$ cat config.mk
export PLATFORM = sky130hd
export DESIGN_NAME = key_status_tracker
export DESIGN_NICKNAME = d
export VERILOG_FILES = /design/src/rtl/key_status_tracker.sv
export SDC_FILE = /design/constraint.sdc
export NUM_CORES = 1
export LEC_CHECK = 0
export CAP_MARGIN = 15
export CORE_MARGIN = 2
export CORE_UTILIZATION = 30
export DETAILED_ROUTE_END_ITERATION = 10
export SETUP_SLACK_MARGIN = 0.1
export SYNTH_ARGS = -nofsm -noshare
export SYNTH_HDL_FRONTEND = slang
export SYNTH_SLANG_ARGS = --single-unit
export TNS_END_PERCENT = 5
$ cat constraint.sdc
create_clock -name clk -period 3 [get_ports clk]
set_input_delay 0.3 -clock clk [delete_from_list [all_inputs] [get_ports clk]]
set_output_delay 0.3 -clock clk [all_outputs]
set_load 0.1 [all_outputs]
$ cat src/rtl/key_status_tracker.sv
// ---------------------------------------------------------------------------
// key_status_tracker
//
// Upstream writer for the key-status display memory. Note on/off events from
// the sequencer are folded into a shadow copy of the display table (one 8-bit
// instrument mask per melodic key plus one drum mask). Each change is pushed
// to the display through a read-modify-write of the shadow copy, so the
// display memory needs no read port on this side.
//
// Ports:
//   clk         system clock
//   reset       synchronous, active-high reset (highest priority)
//   clear       single-cycle pulse; restarts the zeroing sweep of the table
//   ev_valid    event present
//   ev_ready    event accepted when ev_valid && ev_ready
//   ev_on       1 = note on (set bit), 0 = note off (clear bit)
//   ev_is_drum  event targets the drum entry
//   ev_inst     instrument index (bit select for melodic events)
//   ev_key      melodic key; drum events use ev_key[2:0] as the bit index
//   wr_addr     display write address (display writes every cycle)
//   wr_data     display write data
//   busy        high while clearing or while an event is in flight
// ---------------------------------------------------------------------------
module key_status_tracker #(
    parameter int NUM_KEYS  = 48,
    parameter int DRUM_ADDR = 48
) (
    input  logic       clk,
    input  logic       reset,
    input  logic       clear,
    input  logic       ev_valid,
    output logic       ev_ready,
    input  logic       ev_on,
    input  logic       ev_is_drum,
    input  logic [2:0] ev_inst,
    input  logic [5:0] ev_key,
    output logic [5:0] wr_addr,
    output logic [7:0] wr_data,
    output logic       busy
);

    localparam int         DEPTH     = DRUM_ADDR + 1;
    localparam logic [5:0] LAST_ADDR = 6'(DRUM_ADDR);
    localparam logic [5:0] KEY_LIMIT = 6'(NUM_KEYS);

    typedef enum logic [1:0] {
        ST_CLEAR,
        ST_IDLE,
        ST_READ,
        ST_WRITE
    } state_t;

    state_t     state;
    state_t     state_next;

    logic [5:0] cnt;
    logic [7:0] shadow [DEPTH];
    logic [7:0] rd_data;
    logic [7:0] new_data;

    // Latched event
    logic [5:0] ev_addr_q;
    logic [2:0] ev_bit_q;
    logic       ev_on_q;
    logic       ev_ok_q;

    // Decode of the incoming event
    logic       accept;
    logic [5:0] tgt_addr;
    logic [2:0] tgt_bit;
    logic       tgt_ok;

    // Modify step
    logic [7:0] bit_mask;
    logic [7:0] mod_data;

    // Shadow write port
    logic       mem_we;
    logic [5:0] mem_addr;
    logic [7:0] mem_wdata;

    // ------------------------------------------------------------------
    // Handshake and event decode
    // ------------------------------------------------------------------
    always_comb begin
        // ev_ready depends only on state and clear, never on ev_valid.
        ev_ready = (state == ST_IDLE) && !clear;
        busy     = (state != ST_IDLE);
        accept   = ev_valid && ev_ready;

        if (ev_is_drum) begin
            tgt_addr = LAST_ADDR;
            tgt_bit  = ev_key[2:0];
            tgt_ok   = 1'b1;
        end else begin
            tgt_addr = ev_key;
            tgt_bit  = ev_inst;
            tgt_ok   = (ev_key < KEY_LIMIT);
        end
    end

    always_comb begin
        bit_mask = 8'b1 << ev_bit_q;
        if (ev_on_q) begin
            mod_data = rd_data | bit_mask;
        end else begin
            mod_data = rd_data & ~bit_mask;
        end
    end

    // ------------------------------------------------------------------
    // State machine
    // ------------------------------------------------------------------
    always_ff @(posedge clk) begin
        if (reset) begin
            state <= ST_CLEAR;
        end else begin
            state <= state_next;
        end
    end

    always_comb begin
        state_next = state;
        if (clear) begin
            state_next = ST_CLEAR;
        end else begin
            unique case (state)
                ST_CLEAR: begin
                    if (cnt == LAST_ADDR) begin
                        state_next = ST_IDLE;
                    end
                end
                ST_IDLE: begin
                    if (accept) begin
                        state_next = ST_READ;
                    end
                end
                ST_READ:  state_next = ST_WRITE;
                ST_WRITE: state_next = ST_IDLE;
                default:  state_next = ST_CLEAR;
            endcase
        end
    end

    // ------------------------------------------------------------------
    // Datapath: sweep counter, event latch, read/modify, display outputs
    // ------------------------------------------------------------------
    always_ff @(posedge clk) begin
        if (reset) begin
            cnt       <= '0;
            wr_addr   <= '0;
            wr_data   <= '0;
            rd_data   <= '0;
            new_data  <= '0;
            ev_addr_q <= '0;
            ev_bit_q  <= '0;
            ev_on_q   <= 1'b0;
            ev_ok_q   <= 1'b0;
        end else if (clear) begin
            // Abandon any in-flight event; display outputs hold until the
            // sweep begins writing on the next cycle.
            cnt     <= '0;
            ev_ok_q <= 1'b0;
        end else begin
            unique case (state)
                ST_CLEAR: begin
                    wr_addr <= cnt;
                    wr_data <= '0;
                    if (cnt != LAST_ADDR) begin
                        cnt <= cnt + 6'd1;
                    end
                end
                ST_IDLE: begin
                    if (accept) begin
                        ev_addr_q <= tgt_addr;
                        ev_bit_q  <= tgt_bit;
                        ev_on_q   <= ev_on;
                        ev_ok_q   <= tgt_ok;
                        // Out-of-range keys are dropped; skip the read so
                        // the shadow array is never indexed past its end.
                        if (tgt_ok) begin
                            rd_data <= shadow[tgt_addr];
                        end
                    end
                end
                ST_READ: begin
                    new_data <= mod_data;
                end
                ST_WRITE: begin
                    if (ev_ok_q) begin
                        wr_addr <= ev_addr_q;
                        wr_data <= new_data;
                    end
                end
                default: ;
            endcase
        end
    end

    // ------------------------------------------------------------------
    // Shadow memory write port
    // ------------------------------------------------------------------
    always_comb begin
        mem_we    = 1'b0;
        mem_addr  = ev_addr_q;
        mem_wdata = new_data;
        if (!reset && !clear) begin
            if (state == ST_CLEAR) begin
                mem_we    = 1'b1;
                mem_addr  = cnt;
                mem_wdata = '0;
            end else if (state == ST_WRITE && ev_ok_q) begin
                mem_we = 1'b1;
            end
        end
    end

    always_ff @(posedge clk) begin
        if (mem_we) begin
            shadow[mem_addr] <= mem_wdata;
        end
    end

endmodule

==> flow_summary_export.csv <==
group,metric,value,unit
cts,clock_latency,580,ps
cts,hold_buffers,0,
cts,cts.sinks,441,
timing,whs,293,ps
timing,max_freq,0.374,GHz
detailed_routing,drt_iter0_drc,885,
yosys,synthCells,1239,
detailed_routing,vias_per_cell,5.08,
placement,port_buffers,30,
grt,grt_pass1_wl,67000,µm
setup_path,reg2reg_from,"state[0]",
placement,dp_hpwl,28400,µm
setup_path,rrSetupSlack,330,ps
yosys,synth_top_area_share,65.3,%
cells_and_area,layout-drive-gt1-share,16.3,%
yosys,syn-cell-area,0.0180,mm²
setup_path,start_kind,"flip-flop",
yosys,synth-warning-count,0,
cts,htree_levels,2,
setup_path,reg2reg_depth,6,
yosys,yosysUniqueCellTypes,55,
cts,cts-buffers-inserted,45,
setup_path,crit_path_end_kind,"flip-flop",
cells_and_area,num-fill-cells,5655,
detailed_routing,route.detailed.drc,0,
floorplanning,ios,31,
run,maxCapViolations,0,
timing,fin_crit_sh,89.0,%
yosys,synth_area_leaders,"edfxtp_1 (65%), mux2i_1 (7.2%), dfxtp_1 (5.4%)",
setup_path,r2r-end,"shadow[16][2]",
cts,cts_buffer_depth,3,
setup_path,endpoint,"shadow[16][2]",
setup_path,crit_path_max_incr_delay,590,ps
timing,max_slew.worst_pin.slew,984,ps
yosys,synth_ff_type,"edfxtp_1",
cells_and_area,fin_util,35.7,%
yosys,async_reset_ff_share,0,%
setup_path,critPathKind,"reg2reg",
timing,setup_viol_count_final,0,
floorplanning,core-area,0.0592,mm²
setup_path,cp_cell_sequence,"inv_1 > ha_1 > and2_1 > mux2i_2 > nand3_1 > nor2_1",
cells_and_area,fin_cells,2157,
grt,grt_overflow,0,
yosys,yosysTopAreaCell,"edfxtp_1",
floorplanning,die_y,249,µm
setup_path,cp.required,3200,ps
timing,skew,17.1,ps
setup_path,path_depth,6,
cells_and_area,multi_input_area,0.00488,mm²
floorplanning,die-area,0.0621,mm²
cts,cts_tree,"built",
detailed_routing,avgRoutedWirePerCell,20.7,µm
grt,antenna_found_initial,1,
grt,grt_usage,14.1,%
detailed_routing,firstDrtPassIters,5,
cts,clk_pin_slew,60,ps
setup_path,path_max_fanout,8,
detailed_routing,antenna_left,0,
placement,place.gp.congestion,0.851,
yosys,avgSynthCellArea,14.6,µm²
cells_and_area,antenna_cells,0,
setup_path,cpLargestDelayFamily,"simple AND/OR/NAND/NOR gates",
min_path,hold_class,"in2reg",
timing,fin_crit,2670,ps
pwr,power.leakage,7.84,nW
grt,grt_pass1_vias,10800,
cells_and_area,syn2layout_area_growth,17.3,%
timing,finalMaxSlewViolations,0,
detailed_routing,vias,11000,
setup_path,worst_path_max_delay_cell,"nor2_1",
setup_path,critPathArrivalTime,2870,ps
pwr,ir_drop,0.399,mV
yosys,ys_seq_area_share,70.7,%
cts,cts-root-buf,"clkbuf_16",
cells_and_area,fin_nets,1374,
floorplanning,die_w,249,µm
floorplanning,start_util,30.4,%
cells_and_area,seq_area,0.0128,mm²
pwr,p_per_area,578,mW/mm²
timing,relSlewSlack,34.2,%
yosys,ys_seq_elements,441,
run_status,status,"finished clean",
timing,fin_tns_setup,0,ps
grt,grt_max_degree,50,
detailed_routing,drt-total-wl,44600,µm
yosys,synth_fp_nets,1261,
yosys,synth-edff-count,392,
timing,rsz0062_at_grt,"false",
floorplanning,rows,89,
setup_path,setup.worst_path.start,"state[0]",
placement,dp_cells,2078,
timing,hold_viol,0,
setup_path,crit_buf_inv,1,
## stage by stage
| step | setup slack [ps] | total power [mW] | area, µm² |
|---|---|---|---|
| 3_3_place_gp | 69.5 | 7.21 | 19800 |
| 5_1_grt | 136 | 12.6 | 21200 |
| 6_report | 329 | 12.2 | 21200 |
| 2_1_floorplan | 365 | 7.06 | 18000 |
| 3_5_place_dp | 21.3 | 7.22 | 19800 |
| 4_1_cts | 308 | 12.3 | 21200 |
## final cells by class
| class | count | share of cell area (%) |
|---|---|---|
| clock inverters | 15 | 0.361 |
| flip-flops and latches | 441 | 60.3 |
| repair buffers | 146 | 5.65 |
| multi-input cells | 709 | 23.1 |
| clock buffers | 64 | 5.91 |
| inverters | 9 | 0.160 |
| well taps | 773 | 4.57 |
## layer usage
layer,up-vias,wire length [µm],track usage (%)
met4,2,1310,4.97
met3,84,2860,2.92
met1,5458,20400,19.8
li1,5033,-,-
met2,379,20100,21.8
met5,-,8,0
## how the worst min path moves through the flow
| stage | from | end | cells after the start |
|---|---|---|---|
| 2_1_floorplan | ev_on | ev_on_q | 2 |
| 4_1_cts | ev_is_drum | ev_bit_q[1] | 3 |
| 3_3_place_gp | rd_data[4] | rd_data[4] | 2 |
| 5_1_grt | ev_is_drum | ev_bit_q[0] | 3 |
| 3_5_place_dp | rd_data[4] | rd_data[4] | 2 |
| 6_report | ev_is_drum | ev_bit_q[0] | 3 |
## tightest hold or removal path, stage by stage
cell and delay, ps:
buf_2 230, mux2i_1 200, a211oi_1 80
## logic make-up after synthesis
logic type                 synth area share, %
DFF                                       70.7
and+or+nand+nor                           7.47
AOI/OAI and AO/OA                         9.69
muxes                                     8.80
buffers and inverters                     2.59
adders and majority gates                0.486
xor gates and xnor gates                 0.243
## Yosys cell counts, drive strengths merged (9+ instances only)
library cell  instances
mux2i               132
o22ai                23
a21oi                65
a31oi                14
a211oi               37
a221oi               30
o21ai                21
dfxtp                49
o221ai                9
nor2                102
nor3                 10
a2111oi              14
nand2                93
edfxtp              392
nand4                10
a22oi                16
mux2                 21
buf                  49
and3                  9
a221o                 9
clkbuf               31
nor2b                20
inv                   9
nand3                10
and2                 17
## repair_timing
action                                  in CTS  in global routing
endpoints found under the setup margin       0                  8
gates resized for setup                      0                  1
buffers inserted                             0                  0
## placed cells by master (no fill, tap or decap), types with 4 or more instances in the layout
| master | instances |
|---|---|
| a22oi_1 | 16 |
| buf_4 | 119 |
| o21ai_1 | 11 |
| nand4_1 | 10 |
| a2111oi_0 | 14 |
| clkinv_1 | 7 |
| clkbuf_1 | 16 |
| and2_1 | 17 |
| nor2_1 | 99 |
| o221ai_1 | 9 |
| nor2b_1 | 10 |
| ha_1 | 7 |
| a21oi_1 | 65 |
| clkinv_2 | 5 |
| a31oi_1 | 14 |
| nand3_1 | 10 |
| xor2_1 | 4 |
| inv_1 | 9 |
| mux2_2 | 21 |
| nand2b_1 | 5 |
| buf_12 | 4 |
| o22ai_1 | 23 |
| a221oi_1 | 29 |
| clkbuf_16 | 47 |
| nand3b_1 | 4 |
| clkdlybuf4s50_1 | 20 |
| mux2i_1 | 130 |
| nand2_1 | 93 |
| a211oi_1 | 37 |
| and3_1 | 9 |
| edfxtp_1 | 392 |
| o2bb2ai_1 | 7 |
| nor2b_4 | 8 |
| dfxtp_1 | 49 |
| a221o_1 | 9 |
| o21ai_0 | 10 |
| nor3_1 | 10 |
## power by group
| group | switching (mW) | total [mW] | internal (mW) |
|---|---|---|---|
| clock network | 2.24 | 5.13 | 2.89 |
| logic | 0.319 | 0.490 | 0.171 |
| registers | 0.00624 | 6.60 | 6.60 |
## registers in the layout, indices dropped and copies added, names as in the netlist, 2 cells and up
name / count
state: 2
new_data: 8
ev_bit_q: 3
wr_addr: 6
wr_data: 8
cnt: 6
rd_data: 8
ev_addr_q: 6
shadow: 392
Power figures use the tool's default switching activity.
